**src/rtl/effects_pkg.sv**
```systemverilog
// Shared definitions for the effects peripheral delay-RAM scheduler:
// RAM geometry, scheduler state encodings and status register layout.
package effects_pkg;

  localparam int unsigned RAM_AW   = 13;
  localparam int unsigned RAM_DW   = 8;
  localparam int unsigned STATUS_W = 8;

  typedef enum logic [1:0] {
    ST_IDLE    = 2'd0,
    ST_ACCESS  = 2'd1,
    ST_CAPTURE = 2'd2,
    ST_CLEAR   = 2'd3
  } sched_state_t;

  localparam int unsigned STAT_BUSY  = 0;
  localparam int unsigned STAT_LAST  = 1;
  localparam int unsigned STAT_EN_LO = 2;
  localparam int unsigned STAT_EN_HI = 3;
  localparam int unsigned STAT_CLR   = 4;

  // Assemble the status byte; unused bits stay 0.
  function automatic logic [STATUS_W-1:0] make_status(
    input logic       busy,
    input logic       last,
    input logic [1:0] en_m,
    input logic       clr
  );
    logic [STATUS_W-1:0] s;
    s = '0;
    s[STAT_BUSY] = busy;
    s[STAT_LAST] = last;
    s[STAT_EN_HI:STAT_EN_LO] = en_m;
    s[STAT_CLR] = clr;
    return s;
  endfunction

endpackage

```
**src/rtl/rr_arbiter2.sv**
```systemverilog
// Two-way round-robin arbiter (combinational). On a tie the requester
// that did not win last is chosen; a lone eligible requester always wins.
module rr_arbiter2 (
  input  logic [1:0] eligible,
  input  logic       last,
  output logic       gnt_valid,
  output logic       gnt_idx
);

  // Pick the winner from the eligible set and the previous winner.
  always_comb begin
    gnt_valid = |eligible;
    gnt_idx   = 1'b0;
    case (eligible)
      2'b01:   gnt_idx = 1'b0;
      2'b10:   gnt_idx = 1'b1;
      2'b11:   gnt_idx = ~last;
      default: gnt_idx = 1'b0;
    endcase
  end

endmodule

```
**src/rtl/delay_ram_scheduler.sv**
```systemverilog
// Time-multiplexes the shared dual-port delay RAM between the echo (0) and
// flanger (1) engines. Each access writes port A and reads port B; the read
// data returns to the owner with a one-cycle ack pulse, three cycles after
// grant. Optional build macro DELAY_RAM_CLEAR_EN adds clr_start and a
// CLEAR state that zero-fills the whole RAM.
module delay_ram_scheduler
  import effects_pkg::*;
#(
  parameter int unsigned AW   = RAM_AW,
  parameter int unsigned DW   = RAM_DW,
  parameter int unsigned NREQ = 2
) (
  input  logic               clk,
  input  logic               rst,
`ifdef DELAY_RAM_CLEAR_EN
  input  logic               clr_start,
`endif
  input  logic [NREQ-1:0]    en,
  input  logic [NREQ-1:0]    req,
  input  logic [NREQ-1:0]    we_req,
  input  logic [NREQ*AW-1:0] wadr_req,
  input  logic [NREQ*DW-1:0] wdat_req,
  input  logic [NREQ*AW-1:0] radr_req,
  output logic [NREQ-1:0]    ack,
  output logic [DW-1:0]      rdat,
  output logic [AW-1:0]      adr_a,
  output logic [DW-1:0]      dat_a,
  output logic               we_a,
  output logic [AW-1:0]      adr_b,
  input  logic [DW-1:0]      dat_b,
  output logic [7:0]         status
);

  sched_state_t  state;
  logic          rr_ptr;    // requester preferred on the next tie
  logic          last_gnt;  // most recent completed grant, for status
  logic          owner;     // requester owning the in-flight access

  logic [1:0]    eligible;
  logic          gnt_valid;
  logic          gnt_idx;

  logic          sel_we;
  logic [AW-1:0] sel_wadr;
  logic [DW-1:0] sel_wdat;
  logic [AW-1:0] sel_radr;

  assign eligible = req & en;

  rr_arbiter2 u_arb (
    .eligible  (eligible),
    .last      (~rr_ptr),
    .gnt_valid (gnt_valid),
    .gnt_idx   (gnt_idx)
  );

  // Operand mux for the requester the arbiter currently selects.
  always_comb begin
    sel_we = we_req[gnt_idx];
    if (gnt_idx) begin
      sel_wadr = wadr_req[2*AW-1:AW];
      sel_wdat = wdat_req[2*DW-1:DW];
      sel_radr = radr_req[2*AW-1:AW];
    end else begin
      sel_wadr = wadr_req[AW-1:0];
      sel_wdat = wdat_req[DW-1:0];
      sel_radr = radr_req[AW-1:0];
    end
  end

  // Scheduler FSM with all RAM-side and requester-side outputs registered.
  always_ff @(posedge clk) begin
    if (rst) begin
      state    <= ST_IDLE;
      rr_ptr   <= 1'b0;
      last_gnt <= 1'b0;
      owner    <= 1'b0;
      ack      <= '0;
      rdat     <= '0;
      adr_a    <= '0;
      dat_a    <= '0;
      we_a     <= 1'b0;
      adr_b    <= '0;
      status   <= '0;
    end else begin
      ack <= '0;
      case (state)
        ST_IDLE: begin
`ifdef DELAY_RAM_CLEAR_EN
          if (clr_start) begin
            adr_a  <= '0;
            dat_a  <= '0;
            we_a   <= 1'b1;
            state  <= ST_CLEAR;
            status <= make_status(1'b1, last_gnt, en, 1'b1);
          end else
`endif
          if (gnt_valid) begin
            owner  <= gnt_idx;
            adr_a  <= sel_wadr;
            dat_a  <= sel_wdat;
            we_a   <= sel_we;
            adr_b  <= sel_radr;
            state  <= ST_ACCESS;
            status <= make_status(1'b1, last_gnt, en, 1'b0);
          end else begin
            status <= make_status(1'b0, last_gnt, en, 1'b0);
          end
        end

        ST_ACCESS: begin
          we_a   <= 1'b0;
          state  <= ST_CAPTURE;
          status <= make_status(1'b1, last_gnt, en, 1'b0);
        end

        ST_CAPTURE: begin
          rdat     <= dat_b;
          ack      <= NREQ'(1) << owner;
          last_gnt <= owner;
          rr_ptr   <= ~owner;
          state    <= ST_IDLE;
          status   <= make_status(1'b0, owner, en, 1'b0);
        end

`ifdef DELAY_RAM_CLEAR_EN
        ST_CLEAR: begin
          if (adr_a == '1) begin
            we_a   <= 1'b0;
            state  <= ST_IDLE;
            status <= make_status(1'b0, last_gnt, en, 1'b0);
          end else begin
            adr_a  <= adr_a + AW'(1);
            status <= make_status(1'b1, last_gnt, en, 1'b1);
          end
        end
`endif

        default: begin
          we_a   <= 1'b0;
          state  <= ST_IDLE;
          status <= make_status(1'b0, last_gnt, en, 1'b0);
        end
      endcase
    end
  end

endmodule

```
**config.mk**
```make
export PLATFORM = sky130hd
export DESIGN_NAME = delay_ram_scheduler
export DESIGN_NICKNAME = d
export VERILOG_FILES = /design/src/rtl/effects_pkg.sv /design/src/rtl/rr_arbiter2.sv /design/src/rtl/delay_ram_scheduler.sv
export SDC_FILE = /design/constraint.sdc
export NUM_CORES = 1
export LEC_CHECK = 0
export CELL_PAD_IN_SITES_DETAIL_PLACEMENT = 1
export CELL_PAD_IN_SITES_GLOBAL_PLACEMENT = 1
export CORE_MARGIN = 1
export CORE_UTILIZATION = 29
export DETAILED_ROUTE_END_ITERATION = 12
export GPL_TIMING_DRIVEN = 0
export PLACE_DENSITY_LB_ADDON = 0.12
export SLEW_MARGIN = 0
export SYNTH_ARGS = -nofsm -noshare
export SYNTH_HDL_FRONTEND = slang
export SYNTH_SLANG_ARGS = --single-unit
```
**constraint.sdc**
```tcl
create_clock -name clk -period 1.62 [get_ports clk]
set_clock_uncertainty 0.2 [all_clocks]
set_input_delay 0.243 -clock clk [delete_from_list [all_inputs] [get_ports clk]]
set_output_delay 0.243 -clock clk [all_outputs]
set_load 0.01 [all_outputs]
```
* Yosys cells after proc, flatten, opt, wreduce, memory -nomap -nowiden *
Cells that the tools add are included.
Widths: inputs -> output; s select.

word-level totals
  output and inout port bits = 53
  logic and storage cells = 38
  register bits = 54

cells by class
  bitwise operators = 3
  multiplexer cells = 12
  shifts and indexed selects = 1
  eq/ne operators = 5
  $lt $le $gt $ge = 1
  reduce and logical (&&, ||, !) cells = 5

operator list
  kind                 count
  $mux 13              2
  $mux 8               1
  $eq 2x2->1 const B   3
  $pmux 2 s3           1
  $mux 1               4
  $pmux 1 s2           2
  $pmux 2 s2           1
  $reduce_and 2->1     2
  $reduce_or 2->1      2
  $and 2x2->2          1
  $eq 2x1->1 const B   1
  $logic_not 2->1      1
  $lt 1x2->1 const B   1
  $mux 2               1
  $ne 2x2->1 const B   1
  $not 1->1            2
  $shl 1x1->2 const A  1

* Depth between registers and ports, before layout *
Gate-level depths: netlist of run 1.

  word-level depth = 7
  depth in mapped cells = 5
  depth with buffers taken out = 3

* Modules after synthesis *
From an unflattened synthesis of run 1, not the netlist that was laid out.

second synthesis, totals
  cell total of the unflattened synthesis = 199
  area, all modules = 2,267.2 um^2

modules (own cells, without submodules)
  module               instances  cells each  area an instance (um^2)  sequential area each (um^2)
  delay_ram_scheduler  1          197         2,253.4                  1,081.0
  rr_arbiter2          1          2           13.8                     0.0

* Worst setup path before layout of run 1 *
No wires, ideal clock.

  kind = register -> register
  from = register state[1]
  to = register adr_a[10]
  slack = 0.232 ns
  cell stages (with the launch flop) = 5
  period minus slack after synthesis = 1.388 ns
  setup time = 0.147 ns
  buffers on the path = 2
  required time = 1.273 ns
  arrival = 1.041 ns
  cell sequence = dfxtp_1 > buf_4 > nor3_4 > buf_6 > a311oi_2

between the ends
  longest elaborated chain between the ends = 2

ends and longest elaborated chain
  what                        line                        source
  from (decl)                 delay_ram_scheduler.sv:34   sched_state_t state;
  from (signal assigned)      delay_ram_scheduler.sv:74   state <= ST_IDLE;
  from (signal assigned)      delay_ram_scheduler.sv:104  state <= ST_ACCESS;
  from (signal assigned)      delay_ram_scheduler.sv:113  state <= ST_CAPTURE;
  $logic_not 2->1             delay_ram_scheduler.sv:87   case (state)
  $reduce_and 2->1 (no line)  -
  to (signal assigned)        delay_ram_scheduler.sv:100  adr_a <= sel_wadr;
  to (decl)                   delay_ram_scheduler.sv:26   output logic [AW-1:0] adr_a,

Every way passes these cells.
A chain may end at the register's enable or synchronous reset.

* Final worst setup path of run 1 *
  from = register state[1]
  to = register adr_b[8]

between the ends
  longest elaborated chain between the ends = 2

ends and longest elaborated chain
  what                        line                        source
  $logic_not 2->1             delay_ram_scheduler.sv:87
  $reduce_and 2->1 (no line)  -
  to (signal assigned)        delay_ram_scheduler.sv:103  adr_b <= sel_radr;
  to (decl)                   delay_ram_scheduler.sv:29   output logic [AW-1:0] adr_b,

Every way passes these cells.

==> flow_summary.yaml, run 1 <==
layout:
  regArea_um2: 1081
  multi_input_area_um2: 1345
  area_growth_pct: 57.17
  fin_area_um2: 4279
  diodes: 0
  nFillCells: 1043
  nets: 516
  drive_above_1_share_pct: 18.71
critical_path:
  cp_slowest_cell: "dfxtp_1"
  cp-start-kind: "register"
  end_kind: "register"
  required_ps: 1640
  reg2reg_depth: 5
  critPathKind: "register to register"
  crit_top_cell: "buf_4"
  path_cells: "buf_4, nor2_4, buf_4, a21oi_1, a311oi_2"
  max_stage_delay_ps: 320
  arrival_ps: 1550
  critPathMaxFanout: 10
routing:
  vias_per_cell: 5.116
  drtIter0Drc: 60
  drtPass1Iterations: 4
  totalWireLength_um: 9113
  drt-wirelength-per-cell_um: 16.84
  ant_nets: 0
  drc: 0
  vias: 2768
synthesis:
  async_flop_share_pct: 0
  synthCells: 286
  synth_cell_types: 30
  syn_area_um2: 2723
  synth_edf_count: 0
  ys_seq_area_share_pct: 39.71
  synthTopCellsByCount: "54 x dfxtp_1, 47 x a21oi_1, 35 x nand3_1, 35 x o21ai_1, 30 x a311oi_2"
  yosysMostFrequentCell: "dfxtp_1"
  synth_top_area_cell: "dfxtp_1"
  avgSynthCellArea_um2: 9.520
  synth_area_leaders: "dfxtp_1 40%, a311oi_2 17%, a21oi_1 8.6%, nand3_1 6.4%, o21ai_1 6.4%"
  ys_warn_count: 0
  ys_seq_elements: 54
  synth_flop_cell: "dfxtp_1"
  synth_top_area_share_pct: 39.71
power_and_ir_drop:
  ir_drop_uv: 430.8
  power_leakage_nw: 1.696
  power_density_nw_per_um2: 773.9
placed_design:
  placed_area_um2: 4180
  place_congestion: 0.6720
  io_buffers: 131
  dp_hpwl_um: 6566
sta:
  hold_violations: 0
  clock.fmax_mhz: 654.0
  rsz0062_at_grt: "true"
  whs_ps: 169.3
  finalSetupViolCount: 0
  tightest_slew_ps: 717.1
  period_share_pct: 94.39
  relSlewSlack_pct: 52.19
  period_needed_ps: 1529
  drv_slew: 0
clock_network:
  clkLatencyLatePin_ps: 310
  cts_made_buffers: 5
  hold_buffers: 0
  htreeDepth: 2
  tritoncts: "yes"
  cts_buffer_depth: 2
  cts_root_buf: "clkbuf_8"
  clkSinkCount: 54
  cts.clk_slew.worst_paths_ps: 110
grt:
  grt_pass1_vias: 2850
  grt_max_degree: 19
  track_usage_pct: 18.43
  grt-ovfl-total: 0
  grt_pass1_wl_um: 14400
  grt_antenna_before_repair: 0
worst_hold_path:
  min_path_type: "input pin to register"
  worst_hold_path.num_cells: 2
floorplanning:
  initial_utilization_pct: 30.62
  floorplan.rows: 34
  fp.dieH_um: 98.90
  dieWidth_um: 98.90
  core-area_um2: 8891
  dieArea_um2: 9780
  num_io_pins: 137
run:
  cap_violations: 0
run_status:
  status: "complete, no violations"
-- power by group --
group | switching, mW | leakage [nW] | internal (mW)
clock network | 0.498 | 0.0447 | 0.314
logic | 0.483 | 1.21 | 0.529
registers | 0.0524 | 0.445 | 1.43
total | 1.03 | 1.70 | 2.28
-- final cells by class --
type | instances | share of cell area [%]
Timing Repair Buffer | 136 | 30.15
Sequential cell | 54 | 25.26
Clock inverter | 3 | 0.5848
Multi-Input combinational cell | 196 | 31.43
Tap cell | 108 | 3.158
Inverter | 1 | 0.08772
Clock buffer | 5 | 1.608
Buffer | 38 | 7.719
-- layout by cell type (no fill, tap or decap), types with 2 or more instances in the layout --
master           Yosys  final
a21oi_1             47     47
a311oi_1             5      5
a311oi_2            30     30
buf_12               3      3
buf_2                9      3
buf_4                5     13
buf_6               12     12
clkbuf_1             6      6
clkbuf_2             3      3
clkbuf_4             0      3
clkbuf_8             0      5
clkdlybuf4s50_1      0     78
conb_1               1      4
dfxtp_1             54     54
dlygate4sd2_1        0     51
dlymetal6s2s_1       0      2
nand2_1             21     20
nand2b_1             2      2
nand3_1             35     35
nor2b_1              3      3
nor3b_1              2      2
o21ai_1             35     35
-- metrics by stage --
step	TNS, ps	power [mW]	std cells	util, %	setup slack [ps]
floorplan	0	2.052	289	-	232.5
global placement	-15560	2.567	528	47.02	-463.6
detailed placement	-16920	2.583	528	47.02	-504.0
CTS	0	3.348	541	47.99	4.546
global route	-28.23	3.477	541	48.13	-22.39
finish	0	3.311	541	48.13	90.96
-- logic make-up after synthesis --
logic type / synth area share (%)
AOI/OAI and AO/OA: 35.11
DFF: 39.71
buffers and inverters: 11.72
and+or+nand+nor: 13.33
other: 0.1377
-- repair_timing --
item / CTS / global route
setup buffers: 5 / 0
gates resized for setup: 56 / 5
endpoints found under the setup margin: 78 / 9
pin swaps: 3 / 1
-- flip-flops by register name, summed over array words and instances (netlist names) --
register,flops
status,4
ack,2
owner,1
dat_a,8
adr_b,13
adr_a,13
rr_ptr,1
state,2
last_gnt,1
we_a,1
rdat,8
-- worst max-delay path, delay by kind of cell (launching register included) --
family | cells | cell delay [ps]
AO/OA/AOI/OAI | 2 | 350
buffers and inverters | 2 | 370
flip-flops | 1 | 320
AND/OR/NAND/NOR | 1 | 190
-- final timing paths --
path	from	end	slack [ps]
worst min register to register	rdat[2]	rdat[2]	260
worst max-delay path	state[1]	adr_b[8]	90
worst min-delay path	rst	status[3]	170
worst max register to register	state[1]	adr_b[8]	90
-- layer usage --
| layer | GRT usage, % | wire [um] | up-vias |
|---|---|---|---|
| met1 | 21.76 | 3953 | 1335 |
| met4 | 3.559 | 55 | 0 |
| met5 | 0 | 0 | - |
| li1 | - | - | 1347 |
| met3 | 4.043 | 522 | 5 |
| met2 | 34.10 | 4581 | 81 |
(Power assumes the default switching activity.)
==> inputs of run 2 (changes only) <==
--- a/config.mk
+++ b/config.mk
@@ -7,7 +7,7 @@
 export LEC_CHECK = 0
 export CELL_PAD_IN_SITES_DETAIL_PLACEMENT = 1
 export CELL_PAD_IN_SITES_GLOBAL_PLACEMENT = 1
-export CORE_MARGIN = 1
+export CORE_MARGIN = 4
 export CORE_UTILIZATION = 29
 export DETAILED_ROUTE_END_ITERATION = 12
 export GPL_TIMING_DRIVEN = 0
==> flow_summary.yaml, run 2 (synthesis gave the netlist of run 1 again) <==
worst_hold_path:
  min-delay-start: "rst"
  min_path_type: "input pin to register"
routing:
  totalWireLength_um: 9276
  drc: 0
  m1WireLength_um: 3985
  vias_per_cell: 5.020
  wl_met2_um: 4599
  drt-wirelength-per-cell_um: 17.08
  top_layer: "met4"
  vias: 2726
  drtIter0Drc: 52
  ant_nets: 0
  wl_met3_um: 612
  drtPass1Iterations: 4
sta:
  period_needed_ps: 1537
  rsz0062_at_grt: "false"
  whs_ps: 141.6
  finalSetupViolCount: 0
  tightest_slew_ps: 758.6
  clock.fmax_mhz: 650.6
  period_share_pct: 94.87
  drv_slew: 0
  hold_violations: 0
  relSlewSlack_pct: 49.43
clock_network:
  tritoncts: "yes"
  cts_made_buffers: 5
  cts_root_buf: "clkbuf_8"
  cts.clk_slew.worst_paths_ps: 110
  htreeDepth: 2
  clkSinkCount: 54
  hold_buffers: 0
  cts_buffer_depth: 2
  clkLatencyLatePin_ps: 310
power_and_ir_drop:
  finalPower_mw: 3.323
  netSwitchingPower_mw: 1.036
  power_density_nw_per_um2: 775.3
  power_leakage_nw: 1.695
  swShare_pct: 31.18
  seqPwrFrac_pct: 44.7
  power_frac_clock_pct: 24.8
  p_int_mw: 2.287
  ir_drop_uv: 372.4
  combPwrFrac_pct: 30.5
critical_path:
  cp-start-kind: "register"
  cp-startpoint: "rr_ptr"
  critPathKind: "register to register"
  path_cells: "nand3b_4, buf_2, nand3_1, a311oi_2"
  critPathMaxFanout: 10
  cp_slowest_cell: "dfxtp_1"
  required_ps: 1640
  max_stage_delay_ps: 380
  end_kind: "register"
  r2r_start: "rr_ptr"
  arrival_ps: 1560
grt:
  grt_pass1_wl_um: 15190
  grt_antenna_before_repair: 0
  grt_max_degree: 20
  grt_pass1_vias: 2990
  grt-ovfl-total: 0
  track_usage_pct: 16.92
floorplanning:
  initial_utilization_pct: 29.61
  core-area_um2: 9196
  floorplan.rows: 35
  num_io_pins: 137
  dieArea_um2: 11000
  dieWidth_um: 104.9
  fp.dieH_um: 104.9
layout:
  area_growth_pct: 57.44
  diodes: 0
  reg_top3: "adr_a (13), adr_b (13)"
  layout_commonest_cell: "clkdlybuf4s50_1"
  mostFrequentLayoutCells: "78 x clkdlybuf4s50_1, 54 x dfxtp_1, 51 x dlygate4sd2_1"
  nets: 515
  drive_above_1_share_pct: 18.52
  utilization_pct: 46.61
run_status:
  status: "complete, no violations"
run:
  cap_violations: 0
placed_design:
  io_buffers: 131
  place_congestion: 0.7476
  dp_hpwl_um: 6808
[run 2: cell count changes in the layout (fill, tap and decap cells not counted)]
cell,before,now
buf_12,3,4
buf_2,3,5
buf_4,13,10
clkbuf_4,3,2
clkinv_4,1,2
clkinvlp_4,1,0
inv_6,1,0
inv_8,0,1
[run 2: worst max-delay path, delay by kind of cell (launching register included)]
kind                   cells  cell delay [ps]
buffers and inverters      1              250
and+or+nand+nor            2              340
DFF                        1              380
AOI/OAI and AO/OA          1              280
[run 2: power groups by stage]
| stage | Sequential (mW) | Combinational [mW] | Clock [mW] |
|---|---|---|---|
| finish | 1.49 | 1.01 | 0.823 |
| global route | 1.50 | 1.10 | 0.915 |
| CTS | 1.49 | 1.03 | 0.861 |
| detailed placement | 1.52 | 1.07 | 0 |
| global placement | 1.52 | 1.05 | 0 |
| floorplan | 1.56 | 0.490 | 0 |
[run 2: area by class of cell]
cell class | count | area (um2)
Inverter | 1 | 3.754
Multi-Input combinational cell | 196 | 1345
Clock buffer | 5 | 68.82
Buffer | 38 | 325.3
Clock inverter | 3 | 28.78
Fill cell | 1100 | 4910
Sequential cell | 54 | 1081
Tap cell | 111 | 138.9
Timing Repair Buffer | 135 | 1295
[run 2: metal layers]
layer,vias to the layer above,track usage (%)
met4,0,3.468
li1,1355,-
met1,1286,20.00
met3,6,4.880
met5,-,0
met2,79,30.34
[run 2: timing repair]
action,4_1_cts,5_1_grt
hold endpoints to repair,0,0
buffers inserted,4,0
resized for setup,55,4
pin swaps,2,0
setup endpoints to repair,79,30
[run 2: worst paths after layout]
check	endpoint	slack [ps]	depth (start not counted)
worst max-delay path	adr_b[3]	80	4
worst min-delay path	status[3]	140	2
worst max register to register	adr_b[3]	80	4
worst min register to register	rdat[7]	260	2
[run 2: metrics by stage]
step / instance area (um2) / setup slack [ps] / setup TNS [ps] / instances
3_5_place_dp: 4184 / -501.3 / -16870 / 531
6_report: 4287 / 83.03 / 0 / 543
4_1_cts: 4277 / 1.185 / 0 / 543
2_1_floorplan: 2734 / 232.5 / 0 / 289
3_3_place_gp: 4184 / -450.1 / -15190 / 531
5_1_grt: 4287 / 5.676 / 0 / 543
